**config.mk**
```make
export PLATFORM = sky130hd
export DESIGN_NAME = pipe_stall_ctrl_flat
export DESIGN_NICKNAME = d
export VERILOG_FILES = /design/src/rtl/pipe_pkg.sv /design/src/rtl/pipe_stall_ctrl_if.sv /design/src/rtl/pipe_stall_ctrl_hazard_detect.sv /design/src/rtl/pipe_stall_ctrl.sv /design/src/flat_wrapper.sv
export SDC_FILE = /design/constraint.sdc
export NUM_CORES = 1
export LEC_CHECK = 0
export ABC_AREA = 0
export CORE_MARGIN = 8
export CORE_UTILIZATION = 40
export DETAILED_ROUTE_END_ITERATION = 8
export PLACE_DENSITY = 0.71
export SYNTH_ARGS = -nofsm -noshare
export SYNTH_HDL_FRONTEND = slang
export SYNTH_HIERARCHICAL = 1
export SYNTH_SLANG_ARGS = --single-unit
```
**constraint.sdc**
```tcl
create_clock -name clk -period 2.45 [get_ports clk]
set_input_delay 0.3675 -clock clk [delete_from_list [all_inputs] [get_ports clk]]
set_output_delay 0.3675 -clock clk [all_outputs]
set_load 0.05 [all_outputs]
```
**src/rtl/pipe_pkg.sv**
```systemverilog
// Shared definitions for the integer-pipeline hazard controller: register
// width, controller state encoding, the NOP used by flush muxes and bank-control helpers.
package pipe_pkg;

  localparam int REG_BITS = 5;

  // addi x0, x0, 0 -- what a flushed pipeline-register bank loads in place of its d input
  localparam logic [31:0] NOP_INSN = 32'h0000_0013;

  typedef enum logic {
    RUN      = 1'b0,
    MUL_WAIT = 1'b1
  } state_e;

  typedef struct packed {
    logic pc_en;
    logic ifid_en;
    logic idex_en;
    logic exmem_en;
    logic memwb_en;
    logic ifid_flush;
    logic idex_flush;
    logic exmem_flush;
  } bank_ctrl_t;

  // Free-running pipeline: every bank loads, nothing squashed.
  function automatic bank_ctrl_t ctrl_run();
    bank_ctrl_t c;
    c.pc_en       = 1'b1;
    c.ifid_en     = 1'b1;
    c.idex_en     = 1'b1;
    c.exmem_en    = 1'b1;
    c.memwb_en    = 1'b1;
    c.ifid_flush  = 1'b0;
    c.idex_flush  = 1'b0;
    c.exmem_flush = 1'b0;
    return c;
  endfunction

  // Multiply in flight: front end holds, a bubble drains into EX/MEM.
  function automatic bank_ctrl_t ctrl_freeze();
    bank_ctrl_t c;
    c             = ctrl_run();
    c.pc_en       = 1'b0;
    c.ifid_en     = 1'b0;
    c.idex_en     = 1'b0;
    c.exmem_flush = 1'b1;
    return c;
  endfunction

endpackage

```
**src/rtl/pipe_stall_ctrl_if.sv**
```systemverilog
// Hazard inputs from the pipeline datapath and bank-control outputs of the
// stall controller. master = datapath side, slave = controller side.
interface pipe_stall_ctrl_if #(
  parameter int REG_BITS = pipe_pkg::REG_BITS,
  parameter int CNT_BITS = 32
);

  logic [REG_BITS-1:0] id_rs1;
  logic [REG_BITS-1:0] id_rs2;
  logic                id_use_rs1;
  logic                id_use_rs2;
  logic [REG_BITS-1:0] ex_rd;
  logic                ex_is_load;
  logic                ex_mul_start;
  logic                branch_taken;

  logic                pc_en;
  logic                ifid_en;
  logic                idex_en;
  logic                exmem_en;
  logic                memwb_en;
  logic                ifid_flush;
  logic                idex_flush;
  logic                exmem_flush;
  logic                mul_busy;
  logic                mul_done;
  logic [CNT_BITS-1:0] stall_cycles;

  modport master (
    output id_rs1, id_rs2, id_use_rs1, id_use_rs2, ex_rd, ex_is_load,
           ex_mul_start, branch_taken,
    input  pc_en, ifid_en, idex_en, exmem_en, memwb_en,
           ifid_flush, idex_flush, exmem_flush, mul_busy, mul_done, stall_cycles
  );

  modport slave (
    input  id_rs1, id_rs2, id_use_rs1, id_use_rs2, ex_rd, ex_is_load,
           ex_mul_start, branch_taken,
    output pc_en, ifid_en, idex_en, exmem_en, memwb_en,
           ifid_flush, idex_flush, exmem_flush, mul_busy, mul_done, stall_cycles
  );

endinterface

```
**src/rtl/pipe_stall_ctrl_hazard_detect.sv**
```systemverilog
// Load-use detector: a load in EX writing a register the ID instruction reads.
// Purely combinational; r0 is hard-wired zero and never forms a hazard.
module hazard_detect #(
  parameter int REG_BITS = pipe_pkg::REG_BITS
) (
  input  logic [REG_BITS-1:0] id_rs1,
  input  logic [REG_BITS-1:0] id_rs2,
  input  logic                id_use_rs1,
  input  logic                id_use_rs2,
  input  logic [REG_BITS-1:0] ex_rd,
  input  logic                ex_is_load,
  output logic                load_use
);

  logic rd_live;
  logic rs1_hit;
  logic rs2_hit;

  assign rd_live  = ex_is_load && (ex_rd != '0);
  assign rs1_hit  = id_use_rs1 && (id_rs1 == ex_rd);
  assign rs2_hit  = id_use_rs2 && (id_rs2 == ex_rd);
  assign load_use = rd_live && (rs1_hit || rs2_hit);

endmodule

```
**src/rtl/pipe_stall_ctrl.sv**
```systemverilog
// Hazard controller for the 5-stage pipeline: load-use stall, multiplier
// freeze, branch squash, and a saturating stall-cycle counter.
module pipe_stall_ctrl #(
  parameter int MUL_CYCLES = 4,
  parameter int REG_BITS   = pipe_pkg::REG_BITS,
  parameter int CNT_BITS   = 32
) (
  input  logic             clk,
  input  logic             rst,
  pipe_stall_ctrl_if.slave bus
);

  import pipe_pkg::*;

  localparam int MC_BITS = (MUL_CYCLES > 2) ? $clog2(MUL_CYCLES) : 1;

  state_e              state_q;
  state_e              state_d;
  logic [MC_BITS-1:0]  cnt_q;
  logic [MC_BITS-1:0]  cnt_d;
  logic [CNT_BITS-1:0] stall_q;
  bank_ctrl_t          ctrl;
  logic                mul_done;
  logic                load_use;

  hazard_detect #(.REG_BITS(REG_BITS)) u_hazard_detect (
    .id_rs1     (bus.id_rs1),
    .id_rs2     (bus.id_rs2),
    .id_use_rs1 (bus.id_use_rs1),
    .id_use_rs2 (bus.id_use_rs2),
    .ex_rd      (bus.ex_rd),
    .ex_is_load (bus.ex_is_load),
    .load_use   (load_use)
  );

  // NOTE: every signal written here gets a default first, so no path leaves it unassigned (no latch).
  always_comb begin
    state_d  = state_q;
    cnt_d    = cnt_q;
    ctrl     = ctrl_run();
    mul_done = 1'b0;
    case (state_q)
      RUN: begin
        // Multiply outranks branch (decode makes them exclusive); branch outranks
        // load-use because the dependent instruction is squashed anyway.
        if (bus.ex_mul_start) begin
          state_d = MUL_WAIT;
          cnt_d   = MC_BITS'(MUL_CYCLES - 2);
          ctrl    = ctrl_freeze();
        end else if (bus.branch_taken) begin
          ctrl.ifid_flush = 1'b1;
          ctrl.idex_flush = 1'b1;
        end else if (load_use) begin
          ctrl.pc_en      = 1'b0;
          ctrl.ifid_en    = 1'b0;
          ctrl.idex_flush = 1'b1;
        end
      end
      MUL_WAIT: begin
        if (cnt_q != '0) begin
          ctrl  = ctrl_freeze();
          cnt_d = cnt_q - MC_BITS'(1);
        end else begin
          mul_done = 1'b1;
          state_d  = RUN;
        end
      end
      default: state_d = RUN;
    endcase
  end

  // NOTE: clocked state uses non-blocking assignments so every flop samples pre-edge values.
  always_ff @(posedge clk or negedge rst) begin
    if (!rst) begin
      state_q <= RUN;
      cnt_q   <= '0;
    end else begin
      state_q <= state_d;
      cnt_q   <= cnt_d;
    end
  end

  // Counts frozen-PC cycles; pins at all-ones so a long run never reads as short.
  always_ff @(posedge clk or negedge rst) begin
    if (!rst) begin
      stall_q <= '0;
    end else if (!ctrl.pc_en && (stall_q != '1)) begin
      stall_q <= stall_q + CNT_BITS'(1);
    end
  end

  assign bus.pc_en        = ctrl.pc_en;
  assign bus.ifid_en      = ctrl.ifid_en;
  assign bus.idex_en      = ctrl.idex_en;
  assign bus.exmem_en     = ctrl.exmem_en;
  assign bus.memwb_en     = ctrl.memwb_en;
  assign bus.ifid_flush   = ctrl.ifid_flush;
  assign bus.idex_flush   = ctrl.idex_flush;
  assign bus.exmem_flush  = ctrl.exmem_flush;
  assign bus.mul_busy     = (state_q == MUL_WAIT);
  assign bus.mul_done     = mul_done;
  assign bus.stall_cycles = stall_q;

endmodule

```
**src/flat_wrapper.sv**
```systemverilog
// flat-port wrapper written by rule: the top's interface ports become plain ports
module pipe_stall_ctrl_flat import pipe_pkg::*;
#(
  parameter int MUL_CYCLES = 4,
  parameter int REG_BITS   = pipe_pkg::REG_BITS,
  parameter int CNT_BITS   = 32
)
  (clk, rst, bus_id_rs1, bus_id_rs2, bus_id_use_rs1, bus_id_use_rs2, bus_ex_rd, bus_ex_is_load, bus_ex_mul_start, bus_branch_taken, bus_pc_en, bus_ifid_en, bus_idex_en, bus_exmem_en, bus_memwb_en, bus_ifid_flush, bus_idex_flush, bus_exmem_flush, bus_mul_busy, bus_mul_done, bus_stall_cycles);
  pipe_stall_ctrl_if #(.REG_BITS(REG_BITS), .CNT_BITS(CNT_BITS)) bus_i ();
  input  logic clk;
  input  logic rst;
  input wire logic [$bits(bus_i.id_rs1)-1:0] bus_id_rs1;
  input wire logic [$bits(bus_i.id_rs2)-1:0] bus_id_rs2;
  input wire logic [$bits(bus_i.id_use_rs1)-1:0] bus_id_use_rs1;
  input wire logic [$bits(bus_i.id_use_rs2)-1:0] bus_id_use_rs2;
  input wire logic [$bits(bus_i.ex_rd)-1:0] bus_ex_rd;
  input wire logic [$bits(bus_i.ex_is_load)-1:0] bus_ex_is_load;
  input wire logic [$bits(bus_i.ex_mul_start)-1:0] bus_ex_mul_start;
  input wire logic [$bits(bus_i.branch_taken)-1:0] bus_branch_taken;
  output wire logic [$bits(bus_i.pc_en)-1:0] bus_pc_en;
  output wire logic [$bits(bus_i.ifid_en)-1:0] bus_ifid_en;
  output wire logic [$bits(bus_i.idex_en)-1:0] bus_idex_en;
  output wire logic [$bits(bus_i.exmem_en)-1:0] bus_exmem_en;
  output wire logic [$bits(bus_i.memwb_en)-1:0] bus_memwb_en;
  output wire logic [$bits(bus_i.ifid_flush)-1:0] bus_ifid_flush;
  output wire logic [$bits(bus_i.idex_flush)-1:0] bus_idex_flush;
  output wire logic [$bits(bus_i.exmem_flush)-1:0] bus_exmem_flush;
  output wire logic [$bits(bus_i.mul_busy)-1:0] bus_mul_busy;
  output wire logic [$bits(bus_i.mul_done)-1:0] bus_mul_done;
  output wire logic [$bits(bus_i.stall_cycles)-1:0] bus_stall_cycles;
  assign bus_i.id_rs1 = bus_id_rs1;
  assign bus_i.id_rs2 = bus_id_rs2;
  assign bus_i.id_use_rs1 = bus_id_use_rs1;
  assign bus_i.id_use_rs2 = bus_id_use_rs2;
  assign bus_i.ex_rd = bus_ex_rd;
  assign bus_i.ex_is_load = bus_ex_is_load;
  assign bus_i.ex_mul_start = bus_ex_mul_start;
  assign bus_i.branch_taken = bus_branch_taken;
  assign bus_pc_en = bus_i.pc_en;
  assign bus_ifid_en = bus_i.ifid_en;
  assign bus_idex_en = bus_i.idex_en;
  assign bus_exmem_en = bus_i.exmem_en;
  assign bus_memwb_en = bus_i.memwb_en;
  assign bus_ifid_flush = bus_i.ifid_flush;
  assign bus_idex_flush = bus_i.idex_flush;
  assign bus_exmem_flush = bus_i.exmem_flush;
  assign bus_mul_busy = bus_i.mul_busy;
  assign bus_mul_done = bus_i.mul_done;
  assign bus_stall_cycles = bus_i.stall_cycles;
  pipe_stall_ctrl #(.MUL_CYCLES(MUL_CYCLES), .REG_BITS(REG_BITS), .CNT_BITS(CNT_BITS)) u_core (.clk(clk), .rst(rst), .bus(bus_i));
endmodule
```
==> reports/metrics.yaml <==
setup_path:
  end_kind: "register"
  startpoint_type: "input pin"
  arrival_ns: 2.52
  r2r_slack_ns: 0.18
  required_ns: 2.66
  path_max_fanout: 4
  critPathKind: "in -> reg"
cts:
  cts_buffers: 5
  cts_tree: "yes"
  clkSlewWorstSetupHoldPaths_ns: 0.07
  cts_max_level: 2
  cts_root_buffer: "clkbuf_8"
  hold_buffers: 0
  insertion_delay_ns: 0.29
  cts_num_sinks: 35
  clock_path_buffers: 2
die:
  initial_utilization: 0.412
  core_area_um2: 4690
  die-area_um2: 7310
  die_height_um: 85.5
  io_pins: 64
  num_rows: 25
  die_w_um: 85.5
yosys:
  post_synth.cell_area_avg_um2: 9.96
  synth.top_cell.area_share: 0.453
  synth_top_cell_by_area: "dfrtp_1"
  yosys_warnings: 6
  synth_area_leaders: "dfrtp_1 45%, xor2_1 13%, xnor2_1 5.4%"
  syn_inst: 194
  synth.distinct_cells: 36
  ys_seq_elements: 35
  yosysSeqAreaShare: 0.453
  syn_area_um2: 1930
global_routing:
  overflow: 0
  first_global_vias: 1818
  track_usage: 0.147
  antenna_found_initial: 0
  grt_max_degree: 36
  grt_pass1_wl_mm: 8.72
timing:
  worst_slew_pin_slew_ns: 0.848
  fin_crit_sh: 0.942
  final_max_slew_viol_count: 0
  hold_ws_ns: 0.481
  period_needed_ns: 2.31
  finClkSkew_ns: 0.00321
  max_freq_mhz: 433
  hold_violations: 0
  setup-violations-final: 0
  max_slew_margin: 0.433
detailed_routing:
  drtPass1Iterations: 4
  drt_iter0_drc: 138
  drt-total-wl_mm: 5.16
  drc: 0
  viasPerCell: 5.26
  wl_per_cell_um: 15.8
  drt.antenna.violating_nets: 0
  vias: 1715
layout:
  postLayoutCellArea_um2: 2910
  fill_cells: 387
  area_growth_pct: 50.8
  fin_util: 0.621
  post_route_cells_drive_above_1_share: 0.195
  nets: 295
  n_antenna_cell: 0
placement:
  placed_cell_area_um2: 2660
  port_buffers: 61
  place.gp.congestion: 0.775
  place_hpwl_mm: 3.80
power_and_ir_drop:
  max-vdd-ir-drop_mv: 1.12
  cellPowerDensity_nw_per_um2: 947
  p_leak_nw: 1.35
  total_power_w: 0.00276
min_path:
  hp-class: "reg -> reg"
outcome:
  status: "finished clean"
flow_run:
  drv_cap: 0
==> timing repair <==
action                                 in CTS  in global routing
pin swaps                                   8                 13
setup endpoints to repair                  20                 30
endpoints found under the hold margin       0                  0
buffers inserted                            4                  2
gates resized for setup                    23                 23
==> Yosys cell counts <==
library cell,n
nand2b_1,1
o2111a_1,1
o21a_1,1
a32oi_1,1
conb_1,1
o31ai_1,1
dfrtp_1,35
nand4_1,6
a211oi_1,1
and4_1,3
buf_6,2
a21oi_1,3
inv_1,11
nor3b_1,1
or4_1,1
mux2_4,1
xor2_1,29
and2_1,2
buf_4,3
nand2_1,16
and4b_1,1
o21ai_1,1
nand3_1,14
and4bb_4,1
nor2_1,8
nor4_1,16
ha_1,2
clkbuf_1,1
buf_2,2
nor2_2,1
xnor2_1,12
a311oi_1,1
nor4_2,1
and3_1,4
nor3_1,8
or4b_4,1
==> flip-flops by register name, summed over array words and instances, names as in the netlist <==
signal / cells
u_core/bus.mul_busy: 1
u_core/bus.stall_cycles: 32
u_core/cnt_q: 2
==> critical path, stage by stage <==
cell,delay [ns]
clkbuf_2,0.10
buf_6,0.11
xor2_1,0.14
nor4_2,0.26
nand3_1,0.12
a21oi_2,0.16
nand2b_1,0.11
a211oi_2,0.23
buf_4,0.16
nand4_1,0.13
buf_6,0.17
buf_4,0.13
nor4_4,0.15
xor2_1,0.17
==> path summary, 6_finish.rpt <==
path / from / endpoint / depth (start not counted)
max reg2reg: u_core/bus.stall_cycles[27]$_DFFE_PN0P_ / u_core/bus.stall_cycles[14]$_DFFE_PN0P_ / 5
min in group asynchronous: rst / u_core/bus.stall_cycles[7]$_DFFE_PN0P_ / 2
max in group asynchronous: rst / u_core/bus.stall_cycles[27]$_DFFE_PN0P_ / 2
max: bus_ex_rd[1] / u_core/bus.stall_cycles[25]$_DFFE_PN0P_ / 14
min: u_core/bus.stall_cycles[13]$_DFFE_PN0P_ / u_core/bus.stall_cycles[13]$_DFFE_PN0P_ / 1
min reg2reg: u_core/bus.stall_cycles[13]$_DFFE_PN0P_ / u_core/bus.stall_cycles[13]$_DFFE_PN0P_ / 1
==> per-layer routing <==
metal,GRT usage,part of all wire,vias up
met5,0,0,-
met3,0.0583,0.084,10
li1,-,-,829
met4,0.0573,0.020,0
met2,0.236,0.47,67
met1,0.170,0.43,809
==> where the power goes <==
group / switching (W) / leakage [nW] / internal, W
clock network: 0.000201 / 0.0515 / 0.000256
logic: 0.000902 / 0.858 / 0.000561
registers: 0.000138 / 0.437 / 0.000701
==> layout make-up <==
class,count,area (um2),share of cell area
Multi-Input combinational cell,141,1050,0.362
Sequential cell,35,876,0.301
Timing Repair Buffer,77,776,0.266
Clock buffer,8,100,0.0343
Tap cell,54,67.6,0.0232
Inverter,11,41.3,0.0142
==> through the flow <==
stage               setup slack [ns]  setup TNS, ns  std cells
floorplan                      0.120              0        195
global placement              -0.383          -9.83        312
detailed placement            -0.484         -10.40        312
CTS                           0.0163              0        324
global route                -0.00277       -0.00277        326
finish                         0.143              0        326
==> cells by family after synthesis <==
family / after synthesis / synth area share
xor+xnor: 41 / 0.186
compound gates: 10 / 0.0369
flops: 35 / 0.453
mux: 1 / 0.00777
fa+ha+maj: 2 / 0.0130
other cells: 1 / 0.00194
buf+inv: 19 / 0.0518
simple gates: 85 / 0.249
==> cells in the final DEF (no fill, tap or decap), types with 2 or more instances in the layout <==
cell type and n:
clkbuf_2 4, nor4_4 3, nand2_1 16, nand4_1 6, nor2_2 2, nor2_1 7, buf_6 2, a21oi_2 2
nor4_2 3, nor4_1 11, ha_1 2, and3_1 4, xnor2_1 11, clkdlybuf4s50_1 41, clkdlybuf4s15_1 2, buf_8 2
buf_4 15, conb_1 2, inv_1 10, and4_1 3, dfrtp_1 35, nor3_1 7, nand3_1 14, clkbuf_8 7
xor2_1 29, dlymetal6s2s_1 8, buf_12 3
(Power assumes the default switching activity.)
